### config.mk
export PLATFORM = sky130hd
export DESIGN_NAME = uart_tx_fifo_sim
export DESIGN_NICKNAME = d
export VERILOG_FILES = /design/src/rtl/uart_tx_fifo_sim.sv
export SDC_FILE = /design/constraint.sdc
export NUM_CORES = 1
export LEC_CHECK = 0
export CAP_MARGIN = 40
export CORE_ASPECT_RATIO = 1.4
export CORE_MARGIN = 3
export CORE_UTILIZATION = 44
export CTS_CLUSTER_DIAMETER = 80
export CTS_CLUSTER_SIZE = 40
export DETAILED_ROUTE_END_ITERATION = 10
export GPL_TIMING_DRIVEN = 0
export HOLD_SLACK_MARGIN = 0.08
export PLACE_DENSITY = 0.68
export SYNTH_ARGS = -nofsm -noshare
export SYNTH_HDL_FRONTEND = slang
export SYNTH_SLANG_ARGS = --single-unit
### constraint.sdc
create_clock -name sys_clk -period 5 [get_ports sys_clk]
set_input_delay 1 -clock sys_clk [delete_from_list [all_inputs] [get_ports sys_clk]]
set_output_delay 1 -clock sys_clk [all_outputs]
set_load 0.05 [all_outputs]
### src/rtl/uart_tx_fifo_sim.sv
// Memory-mapped UART transmit peripheral: buffers CPU byte stores in a FIFO and drains them as paced byte strobes.
// Optional macro UART_SIM_PRINT_EN echoes each drained byte to the simulator console.
module uart_tx_fifo_sim #(
  parameter logic [31:0] BASE_ADDR    = 32'h6000_0000,
  parameter int          DEPTH        = 16,
  parameter int          DRAIN_CYCLES = 8
) (
  input  logic        sys_clk,
  input  logic        sys_reset_n,
  input  logic        MemWrite,
  input  logic        MemRead,
  input  logic [31:0] Address,
  input  logic [31:0] Write_data,
  input  logic [3:0]  Write_strb,
  output logic        Mem_Req_Ack,
  output logic [31:0] Read_data,
  output logic        Read_data_Valid,
  input  logic        Read_data_Ready,
  output logic        tx_valid,
  output logic [7:0]  tx_byte,
  output logic        empty_fifo,
  output logic        full_fifo
);

  localparam int AW = $clog2(DEPTH);
  localparam int CW = AW + 1;
  localparam int DW = (DRAIN_CYCLES > 1) ? $clog2(DRAIN_CYCLES) : 1;
  localparam logic [DW-1:0] DRAIN_RELOAD = DW'(DRAIN_CYCLES - 1);
  localparam logic [CW-1:0] FULL_COUNT   = CW'(DEPTH);

  typedef enum logic {IDLE, RESP} state_t;

  state_t        state;
  logic [7:0]    mem [DEPTH];
  logic [AW-1:0] wr_ptr;
  logic [AW-1:0] rd_ptr;
  logic [CW-1:0] count;
  logic [CW-1:0] count_next;
  logic [DW-1:0] drain_cnt;

  logic          hit;
  logic [1:0]    offset;
  logic          write_req;
  logic          read_req;
  logic          push;
  logic          pop;
  logic [4:0]    count5;
  logic [31:0]   read_value;
  logic          unused_bits;

  assign unused_bits = ^{Address[1:0], Write_data[31:8], Write_strb[3:1]};

  // Writes win over reads; a full FIFO stalls TXDATA stores using the registered flag only.
  always_comb begin
    hit         = (Address[31:4] == BASE_ADDR[31:4]);
    offset      = Address[3:2];
    write_req   = MemWrite && hit && (state == IDLE);
    read_req    = MemRead && !MemWrite && hit && (state == IDLE);
    Mem_Req_Ack = sys_reset_n &&
                  ((write_req && !((offset == 2'd0) && full_fifo)) || read_req);
    push        = write_req && (offset == 2'd0) && !full_fifo && Write_strb[0];
    pop         = (count != '0) && (drain_cnt == '0);
    count5      = 5'(count);
    read_value  = (offset == 2'd1) ? {24'b0, count5, 1'b0, full_fifo, empty_fifo} : 32'b0;
    case ({push, pop})
      2'b10:   count_next = count + CW'(1);
      2'b01:   count_next = count - CW'(1);
      default: count_next = count;
    endcase
  end

  always_ff @(posedge sys_clk) begin
    if (push) mem[wr_ptr] <= Write_data[7:0];
  end

  // The drain timer idles at its reload value while empty, so the first pop lands DRAIN_CYCLES after the first push.
  always_ff @(posedge sys_clk or negedge sys_reset_n) begin
    if (!sys_reset_n) begin
      wr_ptr     <= '0;
      rd_ptr     <= '0;
      count      <= '0;
      drain_cnt  <= '0;
      empty_fifo <= 1'b1;
      full_fifo  <= 1'b0;
      tx_valid   <= 1'b0;
      tx_byte    <= 8'h00;
    end else begin
      if (push) wr_ptr <= wr_ptr + AW'(1);
      if (pop)  rd_ptr <= rd_ptr + AW'(1);
      count      <= count_next;
      empty_fifo <= (count_next == '0);
      full_fifo  <= (count_next == FULL_COUNT);
      tx_valid   <= pop;
      if (pop) tx_byte <= mem[rd_ptr];
      if ((count == '0) || pop) drain_cnt <= DRAIN_RELOAD;
      else                      drain_cnt <= drain_cnt - DW'(1);
    end
  end

  always_ff @(posedge sys_clk or negedge sys_reset_n) begin
    if (!sys_reset_n) begin
      state           <= IDLE;
      Read_data       <= 32'b0;
      Read_data_Valid <= 1'b0;
    end else begin
      case (state)
        IDLE: begin
          if (read_req) begin
            Read_data       <= read_value;
            Read_data_Valid <= 1'b1;
            state           <= RESP;
          end
        end
        RESP: begin
          if (Read_data_Ready) begin
            Read_data_Valid <= 1'b0;
            state           <= IDLE;
          end
        end
        default: state <= IDLE;
      endcase
    end
  end

`ifdef UART_SIM_PRINT_EN
  always_ff @(posedge sys_clk) begin
    if (sys_reset_n && pop) $write("%c", mem[rd_ptr]);
  end
`else
`endif

endmodule
==> metrics, run 1 <==
grt met3 use=around 4%; Worst-Margin Slew=0.852 ns; Syn. warnings=0; Max-Cap Viols=0; grt ovf=0; CTS Buf Count=17; floorplan core area=15800 um^2; Post-Synthesis Cells=around 470; power per cell area=between 300 and 400 nW/um^2; Setup Fix Bufs, Post-CTS=0; Routed Wire Length=~15 mm; Compound-Gate Fraction of Synth Area=5.42%; first-pass GRT wire length=between 20 and 25 mm; total negative slack=0 ns; Via density=about 5.3; Synth Area in Adders=around 1.7%; via count=4178; post-synthesis simple-gate area fraction=around 8.8%; post-route minimum period=roughly 4.2 ns; initial core utilization=approximately 46%; CTS tree=done; Hold Crit Class=reg2reg; hold-critical path depth=1; Layout Nets=between 600 and 700; fmax=about 240 MHz; pre-CTS setup slack=about 0.32 ns; CTS max path bufs=2; CTS Sinks=around 160; Placer Congestion=between 0.7 and 0.8; Worst Setup End Kind=output pin; share of cells above drive strength 1=between 15 and 20%; # DRC=0; RSZ-0062 raised after global routing=no; post-cts resize count=0; Worst R2R Path Depth=13; Rel. slew slack=about 43%; Post-synth ARST share=between 20% and 30%; IO Count=~120; Avg WL per Cell=18.8 um; num rows=54; htree depth=4; Top FF cell, synth=edfxtp_1; number of enable flip-flop cells after synthesis=about 130; DR pass1 iterations=4; slack of the critical path=between 0.7 and 0.8 ns; post-route clock period utilization=between 80% and 90%; post-synthesis mux area share=about 11%; critical path class=in2out; crit-path cells=clkdlybuf4s50_1, nor4_1, nand4_2, nor4_1, clkdlybuf4s50_1; Worst-path clk slew=about 0.060 ns; worst skew pair latency=between 0.4 and 0.5 ns; Arr. time, crit path=roughly 3.3 ns; largest family of logic cells by synthesized area=multiplexers; CP startpoint kind=input port; largest net degree at the start of global routing=38; count of cell types in the netlist=59; XOR/XNOR share of the synthesized area=under 10%; # diodes=0; Final Hold Fails=0; GRT Total Usage=about 17%; Die X=between 100 and 150 um; Final HPWL DP=slightly above 10 mm; flip-flop and latch count after synthesis=approximately 160; Detail Route Antenna Nets=0; Cell Area, Synth=roughly 7200 um^2; sequential element share of the synthesized area=65.9%; leakage=~3.2 nW; Req. time, crit path=4.00 ns; CP max-delay cell=clkdlybuf4s50_1; Worst Clk Skew=between 0.008 and 0.009 ns; vias in the first global route=roughly 4300; largest driver fanout on the critical path=5; P&R area growth vs syn=21.6%; hold_buf cts=0; met2 Usage GRT=a little under a third; final core utilization=a little under three fifths; PortBufs=63; Die Footprint=roughly 18000 um^2; Final Max Slew Viols=0; syn avg cell area=between 15 and 20 um^2; layer with the highest usage=met2; worst vdd ir=around 0.19 mV; GR Util met1=between 10% and 20%; Crit path largest cell delay=about 0.86 ns; outcome=complete, no violations; Die Ht=~160 um; initial antenna violation count=0; number of DRC markers in iteration 0=just under 200; Clock Tree Root=clkbuf_16; Setup Viol. Count Final=0
## cell usage in the layout (no fill, tap or decap), drive strengths merged, types with 7 or more instances in the layout
cell,instances
buf,43
clkbuf,26
o21ai,9
inv,26
and4b,8
a22oi,21
nor2,8
conb,25
mux2i,53
nor4,10
o22ai,7
mux4,10
dfrtp,35
clkdlybuf4s50,62
edfxtp,128
nand3,8
ha,10
nand2,26
## power breakdown
| part | internal (mW) | leakage, nW | switching [mW] |
|---|---|---|---|
| clock network | 0.698 | 0.277 | 0.543 |
| registers | 1.47 | 1.57 | 0.0000254 |
| logic | 0.0442 | 1.40 | 0.0737 |
| total | 2.21 | 3.24 | 0.617 |
## worst max-delay path: cells and delay by family
| kind | cells | cell delay [ns] |
|---|---|---|
| buffers and inverters | 2 | 1.26 |
| and+or+nand+nor | 3 | 0.97 |
## through the flow
stage / cells / hold slack, ns / power, mW / cell area [um^2]
floorplan: 493 / 0.406 / 1.56 / 7290
global placement: 752 / 0.420 / 1.62 / 8160
detailed placement: 754 / 0.432 / 1.62 / 8180
CTS: 786 / 0.441 / 2.85 / 8750
global route: 787 / 0.472 / 2.92 / 8750
finish: 787 / 0.436 / 2.83 / 8750
## routing by layer
layer	part of all wire, %	wire length, um
met1	40	5900
met2	53	7790
met3	4.7	693
met4	2.7	405
met5	0	0
## state kept, by name, summed over array words and instances (netlist names)
| signal | count |
|---|---|
| empty_fifo | 1 |
| full_fifo | 1 |
| mem | 128 |
| tx_byte | 8 |
| Read_data_Valid | 1 |
| count | 5 |
| tx_valid | 1 |
| state | 1 |
| drain_cnt | 3 |
| rd_ptr | 4 |
| wr_ptr | 4 |
| Read_data | 7 |
## final timing paths
check / startpoint / end / slack [ns]
worst max-delay path: Address[12] / Mem_Req_Ack / 0.75
worst min-delay path: drain_cnt[0]$_DFF_PN0_ / drain_cnt[0]$_DFF_PN0_ / 0.44
worst max register to register: count[3]$_DFF_PN0_ / empty_fifo$_DFF_PN1_ / 1.38
worst min register to register: drain_cnt[0]$_DFF_PN0_ / drain_cnt[0]$_DFF_PN0_ / 0.44
max in group asynchronous: sys_reset_n / rd_ptr[1]$_DFFE_PN0P_ / 3.77
min in group asynchronous: sys_reset_n / tx_valid$_DFF_PN0_ / 0.69
## cells in the mapped netlist, types with 2 or more instances
cell type	n	area share (%)
nor3_1	3	0.21
mux2i_1	53	7.4
xor2_1	4	0.49
a211oi_1	2	0.21
and4_1	4	0.49
nor2b_1	5	0.43
dfrtp_1	35	12
clkbuf_1	9	0.47
buf_4	29	3.0
buf_2	4	0.28
o21ai_1	7	0.49
inv_1	18	0.94
and3b_1	4	0.49
xnor2_1	6	0.73
ha_1	10	1.7
nor2_1	7	0.37
a211o_1	2	0.24
nand3_1	8	0.56
and4b_1	8	1.1
nand4_1	4	0.35
edfxtp_1	128	53
a22oi_1	21	2.2
nor3b_1	3	0.31
o21ai_0	2	0.14
buf_6	6	0.94
o22ai_1	7	0.61
a21o_1	2	0.21
nand2_1	26	1.4
nor4_1	9	0.78
mux2_2	4	0.63
a21oi_1	2	0.14
mux4_2	10	3.1
## layout make-up
type / count / area, um^2
Sequential cell: 164 / 4750
Tap cell: 196 / 245
Timing Repair Buffer: 66 / 641
Clock inverter: 15 / 145
Clock buffer: 17 / 425
Inverter: 19 / 73.8
Buffer: 48 / 339
Multi-Input combinational cell: 262 / 2140
Fill cell: 1296 / 7060
## kinds of logic after synthesis
group,count (synthesis)
DFF,164
and+or+nand+nor,97
muxes,67
buffers and inverters,67
AOI/OAI and AO/OA,53
adders and majority gates,10
xor gates and xnor gates,10
other,1
Power figures use the tool's default switching activity.
==> inputs of run 2 (changes only) <==
clock period = 4.3 ns   (was 5 ns; I/O delays follow)
==> metrics, run 2 (synthesis gave the netlist of run 1 again) <==
critical path class=in2reg; Setup Viol. Count Final=0 (unchanged); Fill cells=1289 (-0.54%); fmax=roughly 250 MHz; pre-CTS setup slack=-0.242 ns (-0.560 ns); grt ovf=0 (unchanged); post-cts resize count=0 (unchanged); # DRC=0 (unchanged); WHS=0.436 ns (-0.000618 ns); outcome=complete, no violations; largest net degree at the start of global routing=38 (unchanged); floorplan core area=15800 um^2 (unchanged); share of cells above drive strength 1=18.6% (+0.83 points); Die Ht=157 um (unchanged); Layout Nets=667 (+0.91%); initial antenna violation count=0 (unchanged); multi-input logic area=2140 um^2 (unchanged); Sw Ratio=21.9% (+0.13 points); Worst-path clk slew=0.06 ns (about the same); IO Count=118 (unchanged); biggest regs=mem x128, tx_byte x8, Read_data x7; Routed Wire Length=14.9 mm (+0.61%); worst vdd ir=0.222 mV (+16%); vias in the first global route=4347 (unchanged); Detail Route Antenna Nets=0 (unchanged); post-route minimum period=between 4 and 5 ns; Arr. time, crit path=4.38 ns (+1.13 ns); largest driver fanout on the critical path=10 (+5); Logic pwr share=4.2% (about the same); CTS tree=done; FF/Latch Area=4750 um^2 (unchanged); Die X=114 um (unchanged); Final Max Slew Viols=0 (unchanged); hold_buf cts=0 (unchanged); post-route clock period utilization=approximately 94%; via count=4201 (+0.55%); P&R area growth vs syn=22.2%; Rel. slew slack=42.9% (-0.29 points); Clock Tree Root=clkbuf_16; Req. time, crit path=4.62 ns (+0.62 ns); slack of the critical path=0.247 ns (-0.508 ns); number of DRC markers in iteration 0=211 (+6.0%); Flop pwr share=51.9% (about the same); Hold Crit Class=reg2reg; Worst-Margin Slew=0.857 ns (+0.00436 ns); Worst Clk Skew=0.00877 ns (-0.000122 ns); Final HPWL DP=10.4 mm (unchanged); num rows=54 (unchanged); Design Power=3.30 mW (+16%); Sw Pwr=723 uW (+17%); CTS Sinks=164 (unchanged); leakage=3.27 nW (+0.92%); CTS Buf Count=17 (unchanged); first-pass GRT wire length=23.3 mm (unchanged); Via density=5.30 (-0.21%); PortBufs=63 (unchanged); Worst Setup End Kind=register; Final Hold Fails=0 (unchanged); power per cell area=375 nW/um^2 (+16%); Avg WL per Cell=18.8 um (-0.15%); initial core utilization=45.5% (unchanged); CP startpoint kind=input port; htree depth=4 (unchanged); reg2reg setup slack=0.69 ns (-0.69 ns); Die Footprint=18000 um^2 (unchanged); Biggest register=mem; Max-Cap Viols=0 (unchanged); commonest non-fill, non-tap cell in the layout=edfxtp_1; max FFs per register=128 (unchanged); CTS max path bufs=2 (unchanged); GRT Total Usage=17.1% (unchanged); total negative slack=0 ns (unchanged); worst skew pair latency=0.42 ns (about the same); most frequent cells in the layout=edfxtp_1 (128), clkdlybuf4s50_1 (62), mux2i_1 (53), dfrtp_1 (35), buf_4 (35); Int Pwr=2.57 mW (+16%); Placer Congestion=0.796 (unchanged); DR pass1 iterations=4 (unchanged); # diodes=0 (unchanged); final core utilization=55.6% (+0.28 points); Clk network pwr share=43.9% (about the same)
## run 2: cell types whose count changed in the layout (fill, tap and decap cells not counted)
cell | previous run | this run
buf_4 | 29 | 35
## run 2: timing repair
item | CTS | global route
endpoints found under the hold margin | 0 | 0
setup buffers | 0 | 6
setup endpoints to repair | 0 | 2
## run 2: critical path, stage by stage
cell             delay (ns)
clkdlybuf4s50_1        0.52
nand2_1                0.06
or4_1                  0.50
nor3_4                 0.33
buf_6                  0.19
inv_1                  0.06
ha_1                   0.19
clkbuf_1               0.19
xor2_1                 0.20
ha_1                   0.23
a211o_1                0.33
a31o_2                 0.24
o211ai_1               0.20
inv_1                  0.09
a211oi_1               0.19
## run 2: layout make-up
| type | instances | share of cell area (%) |
|---|---|---|
| Sequential cell | 164 | 54.0 |
| Multi-Input combinational cell | 262 | 24.3 |
| Timing Repair Buffer | 72 | 7.80 |
| Clock buffer | 17 | 4.84 |
| Buffer | 48 | 3.85 |
| Tap cell | 196 | 2.79 |
| Clock inverter | 15 | 1.65 |
| Inverter | 19 | 0.839 |
## run 2: path summary, 6_finish.rpt
kind                                        startpoint                endpoint  cells past startpoint
worst max-delay path                          MemWrite    empty_fifo$_DFF_PN1_                     15
worst min-delay path            drain_cnt[0]$_DFF_PN0_  drain_cnt[0]$_DFF_PN0_                      1
worst max register to register      count[3]$_DFF_PN0_    empty_fifo$_DFF_PN1_                     13
worst min register to register  drain_cnt[0]$_DFF_PN0_  drain_cnt[0]$_DFF_PN0_                      1
max in group asynchronous                  sys_reset_n   rd_ptr[1]$_DFFE_PN0P_                      1
min in group asynchronous                  sys_reset_n      tx_valid$_DFF_PN0_                      1
## run 2: metal layers
metal,wire [um],global-route usage [%]
met2,7870,30.5
met1,5910,19.9
met4,379,6.68
met3,726,4.12
met5,0,0
## run 2: power groups by stage
stage          clock network [mW]  logic (mW)  registers [mW]
2_1_floorplan                   0      0.0696            1.74
3_3_place_gp                    0       0.135            1.74
3_5_place_dp                    0       0.137            1.74
4_1_cts                      1.47       0.137            1.71
5_1_grt                      1.53       0.146            1.71
6_report                     1.45       0.137            1.71
## run 2: stage by stage
stage,std cells,area (um^2)
after floorplan,493,7290
after global placement,752,8160
after detailed placement,754,8180
after CTS,786,8750
after global routing,793,8800
final,793,8800
